==> src/rtl/npu_sram_pkg.sv <==
// Shared widths and FSM encoding for the SRAM streaming engines.
package npu_sram_pkg;
  localparam int NPU_ADDR_W = 10;
  localparam int NPU_DATA_W = 8;
  localparam int NPU_LEN_W  = NPU_ADDR_W + 1;

  typedef enum logic [1:0] {
    IDLE = 2'd0,
    WR   = 2'd1,
    RD   = 2'd2,
    FIN  = 2'd3
  } state_t;
endpackage

==> src/rtl/sram_rd_fifo.sv <==
// Two-entry read-return buffer with occupancy count for issue back-pressure.
module sram_rd_fifo #(
  parameter int DATA_W = 8
) (
  input  logic              clk,
  input  logic              rst,
  input  logic              push,
  input  logic [DATA_W-1:0] din,
  input  logic              pop,
  output logic [DATA_W-1:0] dout,
  output logic              full,
  output logic              empty,
  output logic [1:0]        count
);
  logic [DATA_W-1:0] mem [2];
  logic              wp, rp;
  logic              do_push, do_pop;

  assign full    = (count == 2'd2);
  assign empty   = (count == 2'd0);
  assign do_pop  = pop && !empty;
  // A push into a full buffer is only legal when the head leaves the same cycle.
  assign do_push = push && (!full || do_pop);
  assign dout    = mem[rp];

  always_ff @(posedge clk) begin
    if (do_push) mem[wp] <= din;
  end

  always_ff @(posedge clk or posedge rst) begin
    if (rst) begin
      wp    <= 1'b0;
      rp    <= 1'b0;
      count <= 2'd0;
    end else begin
      if (do_push) wp <= ~wp;
      if (do_pop)  rp <= ~rp;
      count <= count + {1'b0, do_push} - {1'b0, do_pop};
    end
  end
endmodule

==> src/rtl/sram_a_streamer.sv <==
// Command-driven streamer between a valid/ready stream pair and a single-port SRAM.
module sram_a_streamer
  import npu_sram_pkg::*;
#(
  parameter int ADDR_W = NPU_ADDR_W,
  parameter int DATA_W = NPU_DATA_W,
  parameter int LEN_W  = ADDR_W + 1
) (
  input  logic              clk,
  input  logic              rst,
  input  logic              cmd_valid,
  output logic              cmd_ready,
  input  logic              cmd_write,
  input  logic [ADDR_W-1:0] cmd_addr,
  input  logic [LEN_W-1:0]  cmd_len,
  input  logic              wr_valid,
  output logic              wr_ready,
  input  logic [DATA_W-1:0] wr_data,
  output logic              rd_valid,
  input  logic              rd_ready,
  output logic [DATA_W-1:0] rd_data,
  output logic              rd_last,
  output logic              sram_ce,
  output logic              sram_we,
  output logic [ADDR_W-1:0] sram_addr,
  output logic [DATA_W-1:0] sram_din,
  input  logic [DATA_W-1:0] sram_dout,
  output logic              busy,
  output logic              done
);
  state_t            state;
  logic [ADDR_W-1:0] addr;
  logic [LEN_W-1:0]  len, issued, popped, issued_nx, popped_nx;
  logic              inflight;
  logic              wr_fire, rd_issue, rd_pop;
  logic              fifo_push, fifo_full, fifo_empty;
  logic [1:0]        fifo_count, occ;

  assign cmd_ready = (state == IDLE);
  assign wr_ready  = (state == WR);
  assign busy      = (state != IDLE);
  assign done      = (state == FIN);

  assign issued_nx = issued + 1'b1;
  assign popped_nx = popped + 1'b1;

  assign wr_fire  = wr_ready && wr_valid;
  assign rd_pop   = rd_valid && rd_ready;
  // Reads still in the SRAM pipe plus buffered beats, net of this cycle's pop.
  assign occ      = fifo_count + {1'b0, inflight} - {1'b0, rd_pop};
  assign rd_issue = (state == RD) && (issued != len) && (occ < 2'd2);

  assign sram_ce   = wr_fire || rd_issue;
  assign sram_we   = wr_fire;
  assign sram_addr = addr;
  assign sram_din  = wr_data;

  assign fifo_push = inflight;
  assign rd_valid  = (state == RD) && !fifo_empty;
  assign rd_last   = rd_valid && (popped_nx == len);

  sram_rd_fifo #(.DATA_W(DATA_W)) u_fifo (
    .clk   (clk),
    .rst   (rst),
    .push  (fifo_push),
    .din   (sram_dout),
    .pop   (rd_pop),
    .dout  (rd_data),
    .full  (fifo_full),
    .empty (fifo_empty),
    .count (fifo_count)
  );

  always_ff @(posedge clk or posedge rst) begin
    if (rst) begin
      state    <= IDLE;
      addr     <= '0;
      len      <= '0;
      issued   <= '0;
      popped   <= '0;
      inflight <= 1'b0;
    end else begin
      inflight <= rd_issue;
      case (state)
        IDLE: if (cmd_valid) begin
          addr   <= cmd_addr;
          len    <= cmd_len;
          issued <= '0;
          popped <= '0;
          if (cmd_len == '0)  state <= FIN;
          else if (cmd_write) state <= WR;
          else                state <= RD;
        end
        WR: if (wr_fire) begin
          addr   <= addr + 1'b1;
          issued <= issued_nx;
          if (issued_nx == len) state <= FIN;
        end
        RD: begin
          if (rd_issue) begin
            addr   <= addr + 1'b1;
            issued <= issued_nx;
          end
          if (rd_pop) begin
            popped <= popped_nx;
            if (popped_nx == len) state <= FIN;
          end
        end
        FIN:     state <= IDLE;
        default: state <= IDLE;
      endcase
    end
  end

  // Full is implied by the issue throttle; kept visible to the pipe for clarity.
  logic unused_full;
  assign unused_full = fifo_full;
endmodule

==> config.mk <==
export PLATFORM = sky130hd
export DESIGN_NAME = sram_a_streamer
export DESIGN_NICKNAME = d
export VERILOG_FILES = /design/src/rtl/npu_sram_pkg.sv /design/src/rtl/sram_rd_fifo.sv /design/src/rtl/sram_a_streamer.sv
export SDC_FILE = /design/constraint.sdc
export NUM_CORES = 1
export LEC_CHECK = 0
export ABC_AREA = 0
export CAP_MARGIN = 20
export CORE_UTILIZATION = 40
export DETAILED_ROUTE_END_ITERATION = 8
export MAX_ROUTING_LAYER = met4
export PLACE_DENSITY_LB_ADDON = 0.12
export SKIP_LAST_GASP = 1
export SLEW_MARGIN = 40
export SYNTH_ARGS = -nofsm -noshare
export SYNTH_HDL_FRONTEND = slang
export SYNTH_SLANG_ARGS = --single-unit
==> constraint.sdc <==
create_clock -name clk -period 8.5 [get_ports clk]
set_input_delay 1.7 -clock clk [delete_from_list [all_inputs] [get_ports clk]]
set_output_delay 1.7 -clock clk [all_outputs]
set_load 0.02 [all_outputs]
-- Word level (Yosys, flattened, before mapping)
Memories as Yosys holds them, arrays and structs flattened.
Index checks and enable logic that the tools add are counted.
- shifts and indexed selects: 0
- divide/modulo/power cells: 0
- $mul: 0
- multiplexer cells: 20
- bitwise logic cells: 2
- eq/ne operators: 13
- order comparisons: 1
- $add $sub $neg: 7
- reductions and logical operators: 22
- operator list (cell ; number):
    two-way mux 11 bit ; 4
    case mux 11 bit (3 select lines) ; 1
    two-way mux 10 bit ; 3
    case mux 10 bit (3 select lines) ; 1
    adder 11 x 1 -> 11 bit, second input constant ; 2
    equality test 11 bit ; 2
    case mux 11 bit (2 select lines) ; 1
    two-way mux 2 bit ; 7
    logical NOT 11 bit ; 1
    inequality test 11 bit ; 1
    adder 10 x 1 -> 10 bit, second input constant ; 1
    logical AND 1 bit ; 8
    case mux 2 bit (4 select lines) ; 1
    equality test 2 bit, second input constant ; 3
    inequality test 2 x 1 -> 1 bit, second input constant ; 3
    inequality test 2 bit, second input constant ; 3
    AND reduction 5 bit ; 1
    adder 2 x 1 -> 2 bit ; 2
    logical NOT 2 bit ; 2
    AND reduction 4 bit ; 1
    nonzero test 2 bit ; 2
    subtractor 2 x 1 -> 2 bit ; 2
    AND reduction 3 bit ; 1
    nonzero test 3 bit ; 1
    7 further kinds ; 11
- RAM bits: 16
- word-level logic and storage cells: 75
- flip-flop bits (word level): 50
- latch bits: 0
- ROM bits: 0
- memories: 1
- input bits: 43
- output and inout port bits: 34
- memories (name ; words ; bits a word ; read ports ; clocked after Yosys merged registers in ; wr ports ; line ; RTL):
    u_fifo.mem ; 2 ; 8 ; 1 ; 0 ; 1 ; sram_rd_fifo.sv:15 ; logic [DATA_W-1:0] mem [2];

-- Logic depth before layout (Yosys ltp)
Gate-level depths: netlist of run 1.
- depth after elaboration: 9
- gate-level depth with buffers: 15
- gate-level depth less buffers: 12

-- Cells and area by module
From an unflattened synthesis of run 1, not the netlist that was laid out.
- cell total of the unflattened synthesis: 414
- area, all modules: 4006.3 um2
- modules (own cells, without submodules) (module ; seq. area each (um2) ; times used ; cells each ; area an instance (um2)):
    sram_a_streamer ; 1151.1 ; 1 ; 366 ; 3208.1
    sram_rd_fifo ; 580.6 ; 1 ; 48 ; 798.3

-- Least setup slack after synthesis of run 1
OpenSTA, ideal clock, no wires.
- path kind: input to output
- start: in rd_ready
- end: out sram_ce
- arrival time: 2774 ps
- cell stages on the path: 7
- data required time: 6800 ps
- slack: 4026 ps
- cell sequence: and2_1 > ha_1 > nor2b_1 > xnor2_1 > nand2_1 > a31oi_1 > or2_2
- cells in the longest elaborated chain, start to end: 5
- RTL lines (element ; line ; RTL):
    from (decl) ; sram_a_streamer.sv:20 ; input logic rd_ready,
    logical AND 1 bit ; sram_a_streamer.sv:48 ; assign rd_pop = rd_valid && rd_ready;
    subtractor 2 x 1 -> 2 bit ; sram_a_streamer.sv:50 ; assign occ = fifo_count + {1'b0, inflight} - {1'b0, rd_pop};
    < comparator 2 bit ; sram_a_streamer.sv:51 ; assign rd_issue = (state == RD) && (issued != len) && (occ < 2'd2);
    logical AND 1 bit ; sram_a_streamer.sv:51 ;
    via rd_issue ; sram_a_streamer.sv:35 ; logic wr_fire, rd_issue, rd_pop;
    logical OR 1 bit ; sram_a_streamer.sv:53 ; assign sram_ce = wr_fire || rd_issue;
    to (decl) ; sram_a_streamer.sv:23 ; output logic sram_ce,
The timed path passes the listed nets, and every way through them passes these cells.

-- Final worst setup path of run 1
Ends and elaborated chain as after synthesis.

==> run metrics, run 1 <==
Synth async-reset ratio=75.76%; crit-path cells=clkdlybuf4s50_1 > and2_1 > ha_1 > nor2b_1 > xnor2_1 > nand2_1 > a31oi_1 > or2_2 > clkdlybuf4s50_1; chip width=101.6 um; Synth Flop Type=dfrtp_1; Yosys reg bits=66; GRT overflow=0; Crit Path Category=primary input to primary output; vias per std cell=5.311; # diodes=0; Slew HR=52.54%; YS warnings=0; crit-path leading delay family=buffers and inverters; CTS tree=yes; most numerous cell on the critical path=clkdlybuf4s50_1; # fillers=882; final worst-path cycle share=66.90%; CP Launch Type=primary input; clock tree sinks=66; post-synth design cell area=3969 um2; Clock transition at path regs=0.07 ns; cell taking the most area after synthesis=dfrtp_1; final-stage net count=505; Syn Inst Count=405; Post-synth EDFFs=16; Leak=0.001917 uW; clock skew=0.007412 ns; clock root buffer=clkbuf_8; Final Util=50.95%; Worst Tran Pin Value=0.7092 ns; antenna violations before repair=0; Max Fanout on Critical Path=3; Final Power=1670 uW; DP Wirelength=6644 um; Clock Latency Late Sink=0.35 ns; Worst Hold Launch=issued[10]$_DFFE_PP0P_; first-pass GRT wire length=15010 um; Remaining DRCs=0; Fin. Hold Viols=0; CP required=6.80 ns; RSZ-0062 raised after global routing=false; Max Buffers Root-to-Sink=2; CP Launch Point=rd_ready; fmax=175.9 MHz; Finish-stage setup viols=0; gpl congestion=0.8167; CTS H-tree lvls=3; starting density of the core=42.15%; DR pass1 iterations=4; GRT Overall Usage=19.83%; Hold Buf Count CTS=0; maximum vdd ir drop=0.1668 mV; Netlist cell types=51; worst r2r src=state[0]$_DFFE_PP0P_; Core Area=9415 um2; share of cells above drive strength 1=10.75%; Starting DRT DRC Count=89; largest net degree at the start of global routing=51; Final min period=5.686 ns; slowest cell delay on critical path=0.60 ns; CTS buffer count=9; row count=35; Synth top area share=31.53%; Top Ports=77; PD cells=348.2 nW/um2; vias in the first global route=3021; Slowest-stage cell, CP=clkdlybuf4s50_1; outcome=finished, final reports clean; Layout Area Growth over Synthesis=20.87%; pins over their slew limit=0; total number of vias=3107; setup_tns=0 ns; antenna viol nets, final=0; WP data arrival=3.99 ns; net count after synthesis=459; Bufs and invs on worst path=2; Synth area leaders=dfrtp_1 (32%), edfxtp_1 (12%), mux2_2 (5.4%); routed wire length=9162 um; Post-CTS Repair Setup Buffers=0; die area=10320 um2; average wire per standard cell=15.66 um; Hold WC Path Type=flop to flop; Critical Path Sink Type=primary output; post-CTS sizing=0; Max Cap Viol=0; WHS=0.5006 ns; DIE HEIGHT=101.6 um; Avg Inst Size Synth=9.800 um2; register area share after synthesis=43.63%; PortBufs=60
kinds of logic (layout without fill, tap and decap cells):
group	after synthesis	in the layout	share of synthesized area [%]
flip-flops	66	66	43.63
AND/OR/NAND/NOR	134	134	18.19
adder cells (fa/ha/maj)	11	11	3.468
buffers and inverters	42	93	4.981
AO/OA/AOI/OAI	96	96	15.89
multiplexers	24	24	6.778
XOR/XNOR	32	32	7.062
synthesized netlist by cell type (all sizes together), types with 2 or more instances:
| cell | number |
|---|---|
| o22ai | 2 |
| o31ai | 11 |
| o22a | 8 |
| nand4 | 4 |
| clkbuf | 17 |
| or4 | 4 |
| nor2 | 18 |
| nor2b | 6 |
| a21oi | 13 |
| o21ai | 31 |
| xnor2 | 16 |
| mux2i | 4 |
| and4 | 3 |
| and3 | 7 |
| xor2 | 16 |
| ha | 11 |
| a31oi | 7 |
| mux2 | 20 |
| edfxtp | 16 |
| inv | 14 |
| o21bai | 2 |
| and2 | 13 |
| o211ai | 2 |
| nand3 | 13 |
| buf | 11 |
| o21a | 3 |
| or2 | 8 |
| nor3 | 6 |
| dfrtp | 50 |
| or3 | 4 |
| nand2b | 7 |
| nand2 | 33 |
| nor3b | 2 |
| a22o | 9 |
| nor4 | 4 |
report_power, final:
part	total, uW	leakage (uW)	internal, uW	switching (uW)
sequential	545	0.000771	423	121
combinational	869	0.00106	403	466
clock	256	0.0000914	135	121
worst register-to-register path, cell delays in order (launching register included):
cell and delay (ns):
dfrtp_1 0.40, inv_1 0.13, ha_1 0.52, o21a_1 0.25, and2_1 0.14, ha_1 0.22, nor2b_1 0.14, xnor2_1 0.14
nand2_1 0.11, a31oi_1 0.30, o221ai_2 0.14, buf_4 0.27, or2_2 0.33, o31ai_1 0.18
placed cells by master (no fill, tap or decap), drive strengths merged, types with 2 or more instances in the layout:
cell	count
o22ai	2
nor2	18
o21a	3
clkbuf	13
nand3	13
o31ai	11
o21ai	31
o22a	8
o211ai	2
or3	4
nor3b	2
and3	7
o21bai	2
xnor2	16
nand4	4
nand2b	7
clkdlybuf4s50	60
xor2	16
inv	14
and2	13
a22o	9
buf	3
a21oi	13
or4	4
dfrtp	50
mux2	20
and4	3
or2	8
nor2b	6
a31oi	7
nor3	6
clkinv	2
edfxtp	16
ha	11
nand2	33
mux2i	4
nor4	4
path summary, 6_finish.rpt:
check,end,depth (start not counted),slack [ns]
worst max-delay path,sram_ce,9,2.81
worst min-delay path,issued[10]$_DFFE_PP0P_,1,0.50
worst max register to register,issued[10]$_DFFE_PP0P_,13,5.13
worst min register to register,issued[10]$_DFFE_PP0P_,1,0.50
max in group asynchronous,popped[10]$_DFFE_PP0P_,3,6.19
min in group asynchronous,issued[7]$_DFFE_PP0P_,3,1.85
metal layers:
| layer | vias up | global-route usage [%] | part of all wire, % |
|---|---|---|---|
| li1 | 1542 | - | - |
| met4 | 0 | 7.246 | 1.3 |
| met1 | 1495 | 24.16 | 47 |
| met3 | 13 | 4.348 | 3.4 |
| met5 | - | - | 0 |
| met2 | 57 | 32.17 | 48 |
stage by stage:
stage                     setup slack [ns]  std cells  cell area (um2)
after floorplan                      4.026        405             3969
after global routing                 2.633        585             4797
after CTS                            2.809        585             4793
final                                2.814        585             4797
after global placement               2.851        569             4614
after detailed placement             2.825        569             4614
state kept, by name, summed over array words and instances (netlist names):
signal and cells:
fifo_push 1, issued 11, len 11, popped 11
sram_addr 10, state 2, u_fifo.count 2, u_fifo.mem 16
u_fifo.rp 1, u_fifo.wp 1
area by class of cell:
cell class	instances	area [um2]	share of cell area, %
clock inverters	3	40.04	0.8346
well taps	129	161.4	3.365
repair buffers	63	623.1	12.99
flip-flops and latches	66	1732	36.10
multi-input cells	297	2049	42.72
inverters	14	52.55	1.095
clock buffers	13	138.9	2.895
Power figures use the tool's default switching activity.
==> run 2, diff against run 1 <==
==> constraint.sdc (replaced) <==
create_clock -name clk -period 5.25 [get_ports clk]
set_input_delay 1.05 -clock clk [delete_from_list [all_inputs] [get_ports clk]]
set_output_delay 1.05 -clock clk [all_outputs]
set_load 0.02 [all_outputs]
==> run 2 against run 1 <==
Sequential power grew 62%. Global-route usage grew 0.28 points. Core utilization grew 0.44 points. Design area grew 0.86%. Worst setup slack lost 1.9 ns. Sequential share of layout area shrank 0.31 points. Critical path type unchanged. Largest power group unchanged. Die area is the same. Sequential cell count is the same. Via count grew 0.19%. Cell count grew 0.34%.
==> run metrics, run 2 (same netlist as run 1, synthesis figures left out) <==
outcome=finished, final reports clean; CTS H-tree lvls=3; Placed Cells=571; starting density of the core=42.15%; register area=1732 um2; post-CTS sizing=0; Starting DRT DRC Count=119; total number of vias=3113; antenna violations before repair=0; setup_tns=0 ns; row count=35; Clock Latency Late Sink=0.35 ns; crit-path cells=clkdlybuf4s50_1 > and2_1 > ha_1 > nor2b_1 > xnor2_1 > nand2_1 > a31oi_1 > or2_2 > clkdlybuf4s50_1; average wire per standard cell=15.72 um; multi-input logic area=2046 um2; Post-CTS Repair Setup Buffers=0; # fillers=891; Crit Path Category=primary input to primary output; chip width=101.6 um; Top Ports=77; DIE HEIGHT=101.6 um; final worst-path cycle share=82.93%; # diodes=0; maximum vdd ir drop=0.2776 mV; WP data arrival=3.30 ns; clock skew=0.007102 ns; clock tree sinks=66; Worst Tran Pin Value=0.7317 ns; Core Area=9415 um2; Clock transition at path regs=0.07 ns; clock root buffer=clkbuf_8; Layout Area Growth over Synthesis=21.91%; DP Wirelength=6568 um; Max Fanout on Critical Path=3; largest register by flop count=u_fifo.mem; Finish-stage setup viols=0; Max Cap Viol=0; slowest cell delay on critical path=0.60 ns; WHS=0.5033 ns; RSZ-0062 raised after global routing=false; Fin. Hold Viols=0; largest net degree at the start of global routing=51; fmax=229.7 MHz; Finished Layout Cells=587; first-pass GRT wire length=15320 um; gpl congestion=0.8478; CTS buffer count=9; Final min period=4.354 ns; Slowest-stage cell, CP=clkdlybuf4s50_1; antenna viol nets, final=0; routed wire length=9230 um; Hold Buf Count CTS=0; vias in the first global route=3096; GRT overflow=0; most frequent cells in the layout=clkdlybuf4s50_1 (60), dfrtp_1 (50), nand2_1 (33), o21ai_0 (31), mux2_2 (19); flip-flop count of the largest register after layout=16; final-stage net count=507; CP Launch Type=primary input; Slew HR=51.04%; Final Util=51.39%; die area=10320 um2; most common cell after layout, fill and taps aside=clkdlybuf4s50_1; PortBufs=60; Remaining DRCs=0; pins over their slew limit=0; Final Power=2757 uW; vias per std cell=5.303; Max Buffers Root-to-Sink=2; DR pass1 iterations=4; most numerous cell on the critical path=clkdlybuf4s50_1; CTS tree=yes; PD cells=569.8 nW/um2; GRT Overall Usage=20.11%; CP required=4.20 ns; Leak=0.001940 uW; Hold WC Path Type=flop to flop; Critical Path Sink Type=primary output; share of cells above drive strength 1=11.14%
run 2: cell count changes in the layout (fill, tap and decap cells not counted), sizes merged:
cell / before / now
clkbuf: 13 / 10
bufinv: 1 / 2
buf: 3 / 5
clkinv: 2 / 4
run 2: per-layer routing:
layer / share of wire, % / up-vias / GRT usage (%) / wire length (um)
li1: - / 1547 / - / -
met1: 46 / 1495 / 23.93 / 4218
met2: 49 / 62 / 33.32 / 4482
met3: 4.7 / 9 / 6.004 / 433
met4: 1.0 / 0 / 4.794 / 95
met5: 0 / - / - / 0
run 2: power by group:
group          switching [uW]  total (uW)  internal, uW
Clock                     198         462           264
Combinational             754        1410           658
Sequential                197         883           685
run 2: cell type report:
class / instances / area share, %
Timing Repair Buffer: 65 / 13.19
Sequential cell: 66 / 35.79
Clock inverter: 6 / 1.681
Multi-Input combinational cell: 297 / 42.28
Tap cell: 129 / 3.336
Inverter: 14 / 1.086
Clock buffer: 10 / 2.638
run 2: worst paths after layout:
path	from	to	slack, ns	depth (start not counted)
max	rd_ready	sram_ce	0.90	9
min	issued[10]$_DFFE_PP0P_	issued[10]$_DFFE_PP0P_	0.50	1
max reg2reg	state[0]$_DFFE_PP0P_	issued[10]$_DFFE_PP0P_	2.10	14
min reg2reg	issued[10]$_DFFE_PP0P_	issued[10]$_DFFE_PP0P_	0.50	1
max in group asynchronous	rst	popped[9]$_DFFE_PP0P_	3.61	3
min in group asynchronous	rst	issued[5]$_DFFE_PP0P_	1.20	3
run 2: critical path: cells and delay by family:
kind | cells | cell delay [ns]
buffers and inverters | 2 | 1.01
and+or+nand+nor | 4 | 0.56
AOI/OAI and AO/OA | 1 | 0.28
adders and majority gates | 1 | 0.26
xor gates and xnor gates | 1 | 0.14
run 2: stage by stage:
stage	setup slack, ns	area [um2]
after floorplan	2.010	3969
after global placement	0.9039	4629
after detailed placement	0.8997	4629
after CTS	0.8784	4838
after global routing	0.7168	4838
final	0.8961	4838
